==> src/rtl/cpu_prog_loader.sv <==
// cpu_prog_loader: host command sequencer that fills CPU imem/dmem, resets and runs the CPU.
// Optional run watchdog is compiled in with `define CPU_WATCHDOG_EN.
module cpu_prog_loader #(
   parameter int ADDR_W      = 8,
   parameter int DATA_W      = 16,
   parameter int WDOG_CYCLES = 4096
) (
   input  logic              clk_i,
   input  logic              rst_n,
   input  logic              in_valid,
   output logic              in_ready,
   input  logic [DATA_W-1:0] in_data,
   output logic              resp_valid,
   input  logic              resp_ready,
   output logic [1:0]        resp_status,
   output logic [15:0]       resp_data,
   output logic              cpu_rst_n,
   input  logic              cpu_done,
   input  logic [DATA_W-1:0] cpu_out_r,
   output logic              out_valid,
   output logic [DATA_W-1:0] out_data,
   output logic              ex_iwe,
   output logic [ADDR_W-1:0] ex_iaddr,
   output logic [DATA_W-1:0] ex_idata,
   output logic              ex_dwe,
   output logic [ADDR_W-1:0] ex_daddr,
   output logic [DATA_W-1:0] ex_ddata
);
   // state | meaning
   // IDLE  | waiting for command word0
   // HDR1  | waiting for len_m1 of a LOAD
   // LOAD  | accepting data words, one memory write per word
   // RUN   | CPU released from reset, counting cycles until done
   // RESP  | holding the response until resp_ready
   typedef enum logic [2:0] {S_IDLE, S_HDR1, S_LOAD, S_RUN, S_RESP} state_t;

   localparam logic [1:0] CMD_LOAD_I = 2'b00;
   localparam logic [1:0] CMD_LOAD_D = 2'b01;
   localparam logic [1:0] CMD_RUN    = 2'b10;
   localparam logic [1:0] ST_OK      = 2'b00;
   localparam logic [1:0] ST_HALTED  = 2'b01;
`ifdef CPU_WATCHDOG_EN
   localparam logic [1:0]  ST_TIMEOUT = 2'b10;
   localparam logic [15:0] WDOG_LIM   = 16'(WDOG_CYCLES);
`endif

   if (DATA_W < 16 || WDOG_CYCLES < 1 || WDOG_CYCLES > 65535) begin : g_bad_param
      $error("cpu_prog_loader: unsupported parameter set");
   end

   state_t              state_q, state_d;
   logic [15:0]         word0_q, word0_d;
   logic [ADDR_W-1:0]   addr_q, addr_d;
   logic [7:0]          cnt_q, cnt_d;
   logic                halt_q, halt_d;
   logic [15:0]         run_cnt_q, run_cnt_d;
   logic [1:0]          status_q, status_d;
   logic [15:0]         rdata_q, rdata_d;
   logic                cpu_rst_n_q, cpu_rst_n_d;
   logic                iwe_q, iwe_d, dwe_q, dwe_d;
   logic [ADDR_W-1:0]   waddr_q, waddr_d;
   logic [DATA_W-1:0]   wdata_q, wdata_d;
   logic                out_valid_q, out_valid_d;
   logic [DATA_W-1:0]   out_data_q, out_data_d;
   logic                alive_q;
   logic                accept;

   // alive_q keeps in_ready low while rst_n is asserted even though the FSM sits in IDLE
   assign in_ready = alive_q & ((state_q == S_IDLE) | (state_q == S_HDR1) | (state_q == S_LOAD));
   assign accept   = in_valid & in_ready;

   always_ff @(posedge clk_i or negedge rst_n) begin
      if (!rst_n) begin
         state_q     <= S_IDLE;
         word0_q     <= '0;
         addr_q      <= '0;
         cnt_q       <= '0;
         halt_q      <= 1'b0;
         run_cnt_q   <= '0;
         status_q    <= '0;
         rdata_q     <= '0;
         cpu_rst_n_q <= 1'b0;
         iwe_q       <= 1'b0;
         dwe_q       <= 1'b0;
         waddr_q     <= '0;
         wdata_q     <= '0;
         out_valid_q <= 1'b0;
         out_data_q  <= '0;
         alive_q     <= 1'b0;
      end else begin
         state_q     <= state_d;
         word0_q     <= word0_d;
         addr_q      <= addr_d;
         cnt_q       <= cnt_d;
         halt_q      <= halt_d;
         run_cnt_q   <= run_cnt_d;
         status_q    <= status_d;
         rdata_q     <= rdata_d;
         cpu_rst_n_q <= cpu_rst_n_d;
         iwe_q       <= iwe_d;
         dwe_q       <= dwe_d;
         waddr_q     <= waddr_d;
         wdata_q     <= wdata_d;
         out_valid_q <= out_valid_d;
         out_data_q  <= out_data_d;
         alive_q     <= 1'b1;
      end
   end

   always_comb begin
      state_d     = state_q;
      word0_d     = word0_q;
      addr_d      = addr_q;
      cnt_d       = cnt_q;
      halt_d      = halt_q;
      run_cnt_d   = run_cnt_q;
      status_d    = status_q;
      rdata_d     = rdata_q;
      cpu_rst_n_d = cpu_rst_n_q;
      iwe_d       = 1'b0;
      dwe_d       = 1'b0;
      waddr_d     = waddr_q;
      wdata_d     = wdata_q;
      out_valid_d = 1'b0;
      out_data_d  = out_data_q;
      case (state_q)
         S_IDLE: begin
            if (accept) begin
               word0_d = in_data[15:0];
               case (in_data[15:14])
                  CMD_LOAD_I, CMD_LOAD_D: begin
                     addr_d      = in_data[ADDR_W-1:0];
                     // dmem writes are lost while the halted CPU's clock is gated
                     halt_d      = (in_data[15:14] == CMD_LOAD_D) & cpu_done;
                     cpu_rst_n_d = 1'b0;
                     state_d     = S_HDR1;
                  end
                  CMD_RUN: begin
                     run_cnt_d   = '0;
                     cpu_rst_n_d = 1'b1;
                     state_d     = S_RUN;
                  end
                  default: begin
                     cpu_rst_n_d = 1'b0;
                     status_d    = ST_OK;
                     rdata_d     = in_data[15:0];
                     state_d     = S_RESP;
                  end
               endcase
            end
         end
         S_HDR1: begin
            if (accept) begin
               cnt_d   = in_data[7:0];
               state_d = S_LOAD;
            end
         end
         S_LOAD: begin
            if (accept) begin
               if (!halt_q) begin
                  iwe_d = (word0_q[15:14] == CMD_LOAD_I);
                  dwe_d = (word0_q[15:14] == CMD_LOAD_D);
               end
               waddr_d = addr_q;
               wdata_d = in_data;
               addr_d  = addr_q + 1'b1;
               if (cnt_q == 8'd0) begin
                  status_d = halt_q ? ST_HALTED : ST_OK;
                  rdata_d  = word0_q;
                  state_d  = S_RESP;
               end else begin
                  cnt_d = cnt_q - 8'd1;
               end
            end
         end
         S_RUN: begin
            if (cpu_out_r != '0) begin
               out_valid_d = 1'b1;
               out_data_d  = cpu_out_r;
            end
            if (cpu_done) begin
               status_d = ST_OK;
               rdata_d  = run_cnt_q;
               state_d  = S_RESP;
            end
`ifdef CPU_WATCHDOG_EN
            else if (run_cnt_q == WDOG_LIM) begin
               status_d    = ST_TIMEOUT;
               rdata_d     = WDOG_LIM;
               cpu_rst_n_d = 1'b0;
               state_d     = S_RESP;
            end
`endif
            else if (run_cnt_q != 16'hFFFF) begin
               run_cnt_d = run_cnt_q + 16'd1;
            end
         end
         S_RESP: begin
            if (resp_ready) state_d = S_IDLE;
         end
         default: state_d = S_IDLE;
      endcase
   end

   assign resp_valid  = (state_q == S_RESP);
   assign resp_status = status_q;
   assign resp_data   = rdata_q;
   assign cpu_rst_n   = cpu_rst_n_q;
   assign out_valid   = out_valid_q;
   assign out_data    = out_data_q;
   assign ex_iwe      = iwe_q;
   assign ex_dwe      = dwe_q;
   assign ex_iaddr    = waddr_q;
   assign ex_daddr    = waddr_q;
   assign ex_idata    = wdata_q;
   assign ex_ddata    = wdata_q;
endmodule

==> config.mk <==
export PLATFORM = sky130hd
export DESIGN_NAME = cpu_prog_loader
export DESIGN_NICKNAME = d
export VERILOG_FILES = /design/src/rtl/cpu_prog_loader.sv
export SDC_FILE = /design/constraint.sdc
export NUM_CORES = 1
export LEC_CHECK = 0
export CAP_MARGIN = 20
export CORE_MARGIN = 1
export CORE_UTILIZATION = 37
export CTS_BUF_LIST = sky130_fd_sc_hd__clkbuf_2 sky130_fd_sc_hd__clkbuf_4 sky130_fd_sc_hd__clkbuf_8
export DETAILED_ROUTE_END_ITERATION = 12
export SKIP_CTS_REPAIR_TIMING = 1
export SLEW_MARGIN = 20
export SYNTH_ARGS = -nofsm -noshare
export SYNTH_HDL_FRONTEND = slang
export SYNTH_SLANG_ARGS = --single-unit
==> constraint.sdc <==
create_clock -name clk_i -period 2.6 [get_ports clk_i]
set_input_delay 0.39 -clock clk_i [delete_from_list [all_inputs] [get_ports clk_i]]
set_output_delay 0.39 -clock clk_i [all_outputs]
set_load 0.01 [all_outputs]
# [Yosys cells after proc, flatten, opt, wreduce, memory -nomap -nowiden]
# Cells that the tools add are included.
[op_classes] addsub=3 eq_ne=20 mux=43 n_bitwise=5 reduce_logical=20
[ops] operator="two-way mux 16 bit" n=9
[ops] operator="two-way mux 8 bit" n=6
[ops] operator="case mux 16 bit (3 select lines)" n=1
[ops] operator="case mux 16 bit (2 select lines)" n=1
[ops] operator="case mux 8 bit (2 select lines)" n=2
[ops] operator="two-way mux 3 bit" n=6
[ops] operator="adder 16 x 1 -> 16 bit, second input constant" n=1
[ops] operator="!= test 16 bit, second input constant" n=1
[ops] operator="!= test 2 bit, second input constant" n=8
[ops] operator="nonzero test 16 bit" n=1
[ops] operator="case mux 3 bit (5 select lines)" n=1
[ops] operator="AND reduction 6 bit" n=2
[ops] operator="two-way mux 1 bit" n=10
[ops] operator="two-way mux 2 bit" n=5
[ops] operator="adder 8 x 1 -> 8 bit, second input constant" n=1
[ops] operator="zero test 8 bit" n=1
[ops] operator="!= test 2 x 1 -> 1 bit, second input constant" n=4
[ops] operator="AND reduction 4 bit" n=2
[ops] operator="subtractor 8 x 1 -> 8 bit, second input constant" n=1
[ops] operator="== test 3 x 2 -> 1 bit, second input constant" n=2
[ops] operator="case mux 2 bit (3 select lines)" n=1
[ops] operator="case mux 3 bit (2 select lines)" n=1
[ops] operator="AND reduction 2 bit" n=3
[ops] operator="nonzero test 2 bit" n=3
[ops] operator="13 further kinds" n=18
[word_totals] ff_bits=115 input_bits=37 output_inout_bits=88 wordCells=107

# [Depth between registers and ports, before layout]
# Gate-level depths: netlist (run 1).
[depth] depth_word=7 mapped_depth=7 mapped_depth_nobuf=6

# [Worst setup path before layout (run 1)]
# No wires, ideal clock.
[synth_timing] path_type="register to register" startpoint="register cnt_q[0]" endpoint="register rdata_q[10], in the netlist resp_data[10]" arrival_time_ns=1.703 required_ns=2.475 slack_ns=0.772 path_stages_with_launch=8 n_path_buf=1 synth_period_minus_slack_ns=1.828 path_cell_list="dfrtp_1 -> inv_1 -> ha_1 -> nor3b_1 -> and4b_4 -> o21ai_4 -> buf_6 -> mux2_4"
[synth_between] elab_chain_cells=3
[synth_lines] item="from (decl)" line_no="54" source="logic [7:0] cnt_q, cnt_d;"
[synth_lines] item="from (signal assigned)" line_no="94" source="cnt_q <= cnt_d;"
[synth_lines] item="zero test 8 bit" line_no="167" source="if (cnt_q == 8'd0) begin"
[synth_lines] item="!= test 2 x 1 -> 1 bit (no line)"
[synth_lines] item="AND reduction 6 bit (no line)"
[synth_lines] item="to (signal assigned)" line_no="98" source="rdata_q <= rdata_d;"
[synth_lines] item="to (decl)" line_no="58" source="logic [15:0] rdata_q, rdata_d;"
# No other way between the ends.
# A chain may end at the register's enable or synchronous reset.

# [Final worst setup path (run 1)]
[layout_timing] startpoint="register state_q[1]" endpoint="output in_ready"
[layout_between] elab_chain_cells=4 elab_cells_between_ends=6
[layout_lines] item="from (decl)" line_no="51" source="state_t state_q, state_d;"
[layout_lines] item="from (signal assigned)" line_no="91" source="state_q <= state_d;"
[layout_lines] item="== test 3 x 1 -> 1 bit or zero test 3 bit (tied branches)" line_no="69" source="assign in_ready = alive_q & ((state_q == S_IDLE) | (state_q == S_HDR1) | (state_q == S_LOAD));"
[layout_lines] item="bitwise OR 1 bit" line_no="69"
[layout_lines] item="bitwise OR 1 bit *" line_no="69"
[layout_lines] item="AND 1 bit *" line_no="69"
[layout_lines] item="to (decl)" line_no="11" source="output logic in_ready,"
# Every way passes the cells marked *; elsewhere a longest branch is shown, timed or not.

==> metrics.txt, run 1 <==
outcome completed; Setup crit end kind primary output; largest net degree at the start of global routing 38; Slew HR 54.0%; most frequent cells in the layout 122 x clkdlybuf4s50_1, 114 x dfrtp_1, 87 x nand2_1; Sink Count 114; grt ovf 0; initial antenna violation count 0; Final setup violation count 0; Critical Path Slowest Stage Cell dfrtp_1; Mapped Area 5780 um2; Hold Path Class input port to asynchronous set/reset pin; critical path cell sequence nand2_1, and3b_1, clkdlybuf4s50_1; GPL Wtd Cong 0.860; EDFF count, synth 0; Seq cells post-synth 114; clock skew 0.00926 ns; RR Endpoint run_cnt_q[9]; Worst IR Drop VDD 0.607 mV; Pre-antenna DRT Iters 5; YS warnings 0; post-synthesis sequential area ratio 49.4%; Root Buffer clkbuf_8; WP data arrival 1.97 ns; Port Buf Inserts 123; Worst EP required 2.21 ns; Worst R2R Setup Slack 0.56 ns; asr flop ratio synth 100%; worst reg2reg path startpoint run_cnt_q[0]; CTS clk-pin slew, worst paths 0.07 ns; Clock Latency Late Sink 0.44 ns; Die Width 127 um; CTS H-Tree Depth 4; Fin. Hold Viols 0; Core Area 15200 um2; Slew @ Worst Pin 0.690 ns; # IOs 125; Die ar. 16100 um2; dominant cells by area after synthesis dfrtp_1 49%, mux2_2 9.2%, nand2_1 5.7%; Post-Syn Area per Cell 10.6 um2; num rows 45; Final HPWL DP 10400 um; Synth-to-Final Area Change 30.3%; leakage power figure 3.25 nW; layout net count 695; total vias in the final route 4510; CTS tree yes; initial DRC count 254; kind of critical path flip-flop to primary output; Mapped Cells 547; final WL 14800 um; vias in the first global route 4526; largest area contributor in the netlist dfrtp_1; cell area after layout 7530 um2; FMAX 423 MHz; synth unique cells 63; deepest clock path buffer count 2; Setup crit start kind flip-flop; TNS Setup 0 ns; layout cells sized above 1 17.8%; drt via density 5.27; CP max stage delay 0.64 ns; Hold Slack 0.453 ns; dpl cell area 7060 um2; Synth Flop Type dfrtp_1; top-area cell type share of the netlist area 49.4%; Worst Path Max Fanout 18; pwr dens 1180 nW/um2; commonest non-fill, non-tap cell in the layout clkdlybuf4s50_1; first-pass GRT wire length 24500 um; DIE HEIGHT 127 um; total power 8.91 mW; crit share post-route 90.9%; antenna viol nets, final 0; Max Cap Viol 0; Slew Limit Fails 0; fin crit period 2.36 ns; CTS Buf Count 17; Synthesized Nets 588; Reg2Reg Depth 5; n_diodes 0; Total GRT Usage 19.9%; DRC 0; Initial Utilization 38.0%; routed len/inst 17.3 um; RSZ-0062 raised after global routing no
[per-stage QoR]
step	utilization, %	std cells	setup slack, ns
6_report	49.5	855	0.238
3_5_place_dp	46.4	822	0.422
2_1_floorplan	-	547	0.772
3_3_place_gp	46.4	822	0.435
4_1_cts	49.5	854	0.198
5_1_grt	49.5	855	0.0868
[flip-flops by register name, indices dropped and copies added (netlist names)]
register,flops
ex_dwe,1
addr_q,8
ex_iwe,1
run_cnt_q,16
word0_q,16
ex_daddr,8
state_q,3
alive_q,1
out_data,16
cpu_rst_n,1
out_valid,1
halt_q,1
ex_ddata,16
resp_status,1
resp_data,16
cnt_q,8
[where the power goes]
| part | internal, mW | leakage [nW] | total, mW | switching [mW] |
|---|---|---|---|---|
| sequential | 2.55 | 1.42 | 3.25 | 0.696 |
| clock | 1.22 | 0.233 | 1.95 | 0.731 |
| combinational | 2.15 | 1.59 | 3.72 | 1.57 |
| total | 5.92 | 3.25 | 8.91 | 2.99 |
[worst max-delay path: cells and delay by family (launching register included)]
family                 cells  cell delay [ns]
buffers and inverters      1             0.48
flip-flops                 1             0.64
AND/OR/NAND/NOR            2             0.42
[cells in the mapped netlist (all sizes together) (2+ instances only)]
library cell,instances
o22a,11
a31oi,7
nand2,87
dfrtp,114
buf,44
a21oi,12
conb,2
nor4b,2
mux2,55
nand2b,4
o21ai,44
and4,3
or3,3
a2bb2oi,4
o32ai,2
o2bb2ai,4
a21o,7
and3,4
and4bb,2
and4b,2
nor3b,4
clkbuf,9
mux2i,18
o41ai,2
nor3,13
inv,10
o211ai,4
a22oi,2
and3b,2
ha,4
a211o,2
nand3,9
nor2,21
nor4,10
o21a,2
or3b,2
nand4,6
[kinds of logic (layout without fill, tap and decap cells)]
kind of cell,after synthesis,in the layout,synth area share (%)
buf+inv,63,183,6.28
compound gates,110,110,12.7
fa+ha+maj,4,4,0.866
flops,114,114,49.4
simple gates,180,180,16.1
other cells,2,2,0.130
xor+xnor,1,1,0.152
mux,73,73,14.4
[how the worst max path moves through the flow]
| stage | start | endpoint | slack (ns) |
|---|---|---|---|
| finish | state_q[1] | in_ready | 0.24 |
| global route | state_q[1] | in_ready | 0.09 |
| CTS | state_q[1] | in_ready | 0.20 |
| detailed placement | in_valid | resp_data[12] | 0.42 |
| global placement | in_valid | resp_data[12] | 0.44 |
| floorplan | cnt_q[0] | resp_data[10] | 0.77 |
[final cells by class]
type / count / area, um2
clock buffer: 22 / 284
clock inverter: 10 / 180
fill: 1380 / 7670
inverter: 10 / 37.5
multi-input combinational: 370 / 2560
sequential: 114 / 2850
tap: 188 / 235
timing repair buffer: 141 / 1380
[metal layers]
metal  vias up  global-route usage, %  wire length, um
met5         -                      0                0
met4         0                   5.25              139
met3         9                   7.13             1020
met2       143                   30.9             6850
met1      2205                   26.2             6790
li1       2153                      -                -
No activity file was read; power rests on OpenSTA's default activity.
==> run 2: changes to the inputs <==
Settings changed: ABC_AREA set to 1.
Clock period 2.6 ns to 2.2 ns, I/O delays scaled along.
==> metrics.txt, run 2 <==
Setup crit start kind flip-flop; outcome completed; final cell count without fillers 1044 (+22%); Final HPWL DP 10500 um (+0.79%); dominant cells by area after synthesis dfrtp_1 50%, nand2_1 16%, o21ai_0 7.5%; largest area contributor in the netlist dfrtp_1; Worst Path Max Fanout 7 (-11); commonest non-fill, non-tap cell in the layout nand2_1; worst reg2reg path startpoint state_q[0]; Final setup violation count 0 (unchanged); Synth Flop Type dfrtp_1; commonest cells in the synthesized netlist 238 x nand2_1, 114 x dfrtp_1, 86 x o21ai_0; Reg2Reg Depth 8 (+3); Core Area 15100 um2 (-0.37%); Slew HR 64.8% (+11 points); Met2 Wirelength 6380 um (-6.8%); most common cell in the netlist nand2_1; clock skew 0.00949 ns (+0.000220 ns); FMAX 468 MHz; Mapped Cells 737 (+35%); CTS tree yes; fin crit period 2.13 ns; Die ar. 15900 um2 (-1.2%); pre-CTS setup slack 0.187 ns (-0.235 ns); RSZ-0062 raised after global routing no; WP data arrival 1.80 ns (-0.17 ns); Worst EP required 1.87 ns (-0.34 ns); setup ws final 0.0655 ns (-0.172 ns); Slew Limit Fails 0 (unchanged); Total GRT Usage 19.1% (-0.79 points); layout cells sized above 1 7.71% (-10 points); CTS Buf Count 17 (unchanged); EDFF count, synth 0 (unchanged); Die Width 126 um (-0.58%); routed len/inst 13.8 um (-20%); Post-Syn Area per Cell 7.75 um2 (-27%); Core Util, Final 49.1% (-0.39 points); Initial Utilization 37.7% (-0.30 points); WL met3 733 um (-28%); final WL 14400 um (-2.4%); wire length on met1 7120 um (+4.8%); initial antenna violation count 0 (unchanged); most frequent cells in the layout 238 x nand2_1, 121 x clkdlybuf4s50_1, 112 x dfrtp_1; total power 9.58 mW (+7.5%); n_diodes 0 (unchanged); leakage power figure 3.51 nW (+8.3%); Port Buf Inserts 123 (unchanged); pwr dens 1290 nW/um2 (+8.8%); Pre-antenna DRT Iters 5 (unchanged); DRC 0 (unchanged); Worst R2R Setup Slack 0.27 ns (-0.29 ns); GPL Wtd Cong 0.894 (+4.0%); Seq cells post-synth 114 (unchanged); CTS H-Tree Depth 4 (unchanged); post-synthesis sequential area ratio 50.0% (+0.58 points); Max Cap Viol 0 (unchanged); fill count 1485 (+7.6%); crit share post-route 97.0%; total vias in the final route 5088 (+13%); DIE HEIGHT 126 um (-0.58%); max layer used met4; num rows 45 (unchanged); Sink Count 114 (unchanged); Fin. Hold Viols 0 (unchanged); Synthesized Nets 778 (+32%); Mapped Area 5710 um2 (-1.2%); # IOs 125 (unchanged); CTS clk-pin slew, worst paths 0.07 ns (about the same); largest net degree at the start of global routing 51 (+34%); Hold Path Class input port to asynchronous set/reset pin; layout net count 884 (+27%); kind of critical path flip-flop to primary output; initial DRC count 432 (+70%); top-area cell type share of the netlist area 50.0% (+0.58 points); Clock Latency Late Sink 0.45 ns (about the same); antenna viol nets, final 0 (unchanged); Slew @ Worst Pin 0.529 ns (-0.161 ns); Setup crit end kind primary output; drt via density 4.87 (-7.6%); Root Buffer clkbuf_8; synth unique cells 29 (-54%); Synth-to-Final Area Change 30.3% (about the same); grt ovf 0 (unchanged); Inst Count DP 1011 (+23%); Worst IR Drop VDD 0.432 mV (-29%); first-pass GRT wire length 23700 um (-3.3%); RR Endpoint resp_data[15]; deepest clock path buffer count 2 (unchanged); asr flop ratio synth 100% (unchanged); vias in the first global route 4745 (+4.8%); YS warnings 0 (unchanged)
-- run 2: through the flow --
step,TNS (ns),hold WS [ns],area [um2]
after floorplan,0,0.0344,5710
after global placement,0,0.342,7010
after detailed placement,0,0.348,7010
after CTS,-0.0920,-0.151,7420
after global routing,0,0.446,7440
final,0,0.405,7440
-- run 2: routing by layer --
| layer | vias up | GRT usage, % |
|---|---|---|
| met5 | - | 0 |
| met4 | 0 | 7.30 |
| met3 | 16 | 4.46 |
| met2 | 147 | 28.9 |
| met1 | 2394 | 26.5 |
| li1 | 2531 | - |
-- run 2: area by class of cell --
class                   instances  area, um2  share of cell area, %
well taps                     188        235                   3.16
clock buffers                  17        234                   3.14
repair buffers                137       1380                   18.5
multi-input cells             496       2270                   30.5
flip-flops and latches        114       2860                   38.4
clock inverters                15        184                   2.47
inverters                      77        289                   3.88
-- run 2: worst max-delay path by stage --
| stage | start | slack, ns | cells after the start | endpoint |
|---|---|---|---|---|
| after floorplan | state_q[2] | 0.72 | 7 | addr_q[4] |
| after global placement | in_data[14] | 0.27 | 9 | resp_data[9] |
| after detailed placement | in_data[15] | 0.19 | 10 | run_cnt_q[0] |
| after CTS | state_q[2] | -0.09 | 3 | resp_valid |
| after global routing | state_q[2] | 0.0005 | 4 | in_ready |
| final | state_q[2] | 0.07 | 4 | in_ready |
-- run 2: cell families (layout without fill, tap and decap cells) --
group           after synthesis  in the layout  share of synthesized area, %
compound gates              137            137                          12.4
xor+xnor                     10             10                          1.53
fa+ha+maj                     4              4                         0.876
buf+inv                     127            246                          10.4
flops                       114            114                          50.0
other cells                   2              2                         0.132
simple gates                343            343                          24.7
-- run 2: worst max-delay path, stage by stage, from the launching register on --
cell	delay [ns]
dfrtp_1	0.45
inv_2	0.16
nand3_2	0.14
inv_1	0.08
clkdlybuf4s50_1	0.53
-- run 2: power breakdown --
part | internal (mW) | switching [mW] | total, mW
combinational | 1.98 | 1.99 | 3.98
clock | 1.13 | 0.930 | 2.06
sequential | 2.92 | 0.631 | 3.55
==> run 3: changes to the inputs <==
Settings changed: CORE_UTILIZATION 37 to 53, CTS_CLUSTER_DIAMETER set to 150, PLACE_DENSITY set to 0.83.
==> metrics.txt, run 3 (same netlist as run 2, synthesis figures left out) <==
layout cells sized above 1 6.93% (-0.78 points); initial antenna violation count 0 (unchanged); Worst IR Drop VDD 0.580 mV (+34%); Worst EP required 1.87 ns (about the same); Slew HR 59.5% (-5.3 points); Setup crit end kind primary output; Clock Latency Late Sink 0.44 ns (about the same); leakage power figure 3.48 nW (-0.90%); Die Width 106 um (-16%); crit share post-route 96.0% (-1.0 points); Slew @ Worst Pin 0.608 ns (+0.0792 ns); total power 9.49 mW (-0.95%); setup ws final 0.0879 ns (+0.0224 ns); largest net degree at the start of global routing 115 (+130%); FMAX 473 MHz (+1.1%); RSZ-0062 raised after global routing no; Core Area 10400 um2 (-32%); pre-CTS setup slack 0.121 ns (-0.0657 ns); n_diodes 0 (unchanged); CTS tree yes; WP data arrival 1.78 ns (-0.02 ns); deepest clock path buffer count 2 (unchanged); GPL Wtd Cong 0.874 (-2.2%); Core Util, Final 70.4% (+21 points); TNS Setup 0 ns (unchanged); final cell count without fillers 987 (-5.5%); most frequent cells in the layout 238 x nand2_1, 121 x clkdlybuf4s50_1, 114 x dfrtp_1; Root Buffer clkbuf_8; first-pass GRT wire length 23800 um (+0.44%); Pre-antenna DRT Iters 5 (unchanged); DRC 0 (unchanged); Die ar. 11200 um2 (-30%); layout net count 880 (-0.45%); Final HPWL DP 10100 um (-3.6%); Final setup violation count 0 (unchanged); total vias in the final route 5247 (+3.1%); failing checks hold timing; CTS clk-pin slew, worst paths 0.07 ns (about the same); Total GRT Usage 27.5% (+8.4 points); Fin. Hold Viols 37 (+37); fin crit period 2.11 ns (-0.0224 ns); CTS H-Tree Depth 4 (unchanged); Initial Utilization 55.1% (+17 points); Slew Limit Fails 0 (unchanged); num rows 37 (-18%); routed len/inst 14.4 um (+3.9%); Max Cap Viol 0 (unchanged); # IOs 125 (unchanged); fill count 844 (-43%); clock skew 0.0105 ns (+0.000980 ns); Inst Count DP 956 (-5.4%); kind of critical path flip-flop to primary output; antenna viol nets, final 0 (unchanged); pwr dens 1300 nW/um2 (+0.97%); Port Buf Inserts 123 (unchanged); final WL 14200 um (-1.8%); Worst Path Max Fanout 7 (unchanged); commonest non-fill, non-tap cell in the layout nand2_1; cell area after layout 7300 um2 (-1.9%); Sink Count 114 (unchanged); Synth-to-Final Area Change 27.9%; outcome finished, violations left; vias in the first global route 4986 (+5.1%); Setup crit start kind flip-flop; DIE HEIGHT 106 um (-16%); initial DRC count 368 (-15%); CTS Buf Count 17 (unchanged); Hold Slack -0.0327 ns (-0.438 ns); grt ovf 0 (unchanged); Hold Path Class input port to asynchronous set/reset pin; dpl cell area 6920 um2 (-1.3%); drt via density 5.32 (+9.1%)
==> run 3: cell types whose count changed in the layout (fill, tap and decap cells not counted), sizes merged <==
cell	previous run	this run
bufinv	3	2
dlygate4sd3	1	0
clkbuf	17	21
clkinv	7	5
buf	14	11
inv	79	77
==> run 3: metal layers <==
layer	wire, um	up-vias	global-route usage, %
met2	6720	236	43.9
li1	-	2522	-
met3	1190	18	8.10
met4	206	0	9.23
met5	0	-	0
met1	6050	2471	35.8
==> run 3: where the power goes <==
part,total (mW),internal [mW],leakage [nW],switching (mW)
clock network,1.91,1.06,0.192,0.849
registers,3.53,2.91,1.46,0.614
logic,4.05,2.00,1.83,2.05
total,9.49,5.98,3.48,3.51
==> run 3: critical path, cell delays in order (launching register included) <==
cell and delay (ns):
dfrtp_1 0.48, nand2_2 0.16, nand3_2 0.10, inv_1 0.08, clkdlybuf4s50_1 0.53
==> run 3: layout make-up <==
type                    instances  area, um2  share of cell area (%)
flip-flops and latches        114       2850                    39.1
multi-input cells             496       2260                    31.0
repair buffers                133       1340                    18.4
inverters                      77        289                    3.96
clock buffers                  21        270                    3.70
well taps                     136        170                    2.33
clock inverters                10        111                    1.53
==> run 3: worst paths after layout <==
| check | endpoint | start | cells after the start | slack (ns) |
|---|---|---|---|---|
| max | in_ready | state_q[1] | 4 | 0.09 |
| min | ex_ddata[8] | rst_n | 2 | -0.03 |
| max reg2reg | ex_iwe | state_q[0] | 6 | 0.32 |
| min reg2reg | ex_iwe | halt_q | 1 | 0.47 |
| max in group asynchronous | out_data[7] | rst_n | 2 | 1.77 |
| min in group clk_i | ex_iwe | halt_q | 1 | 0.47 |
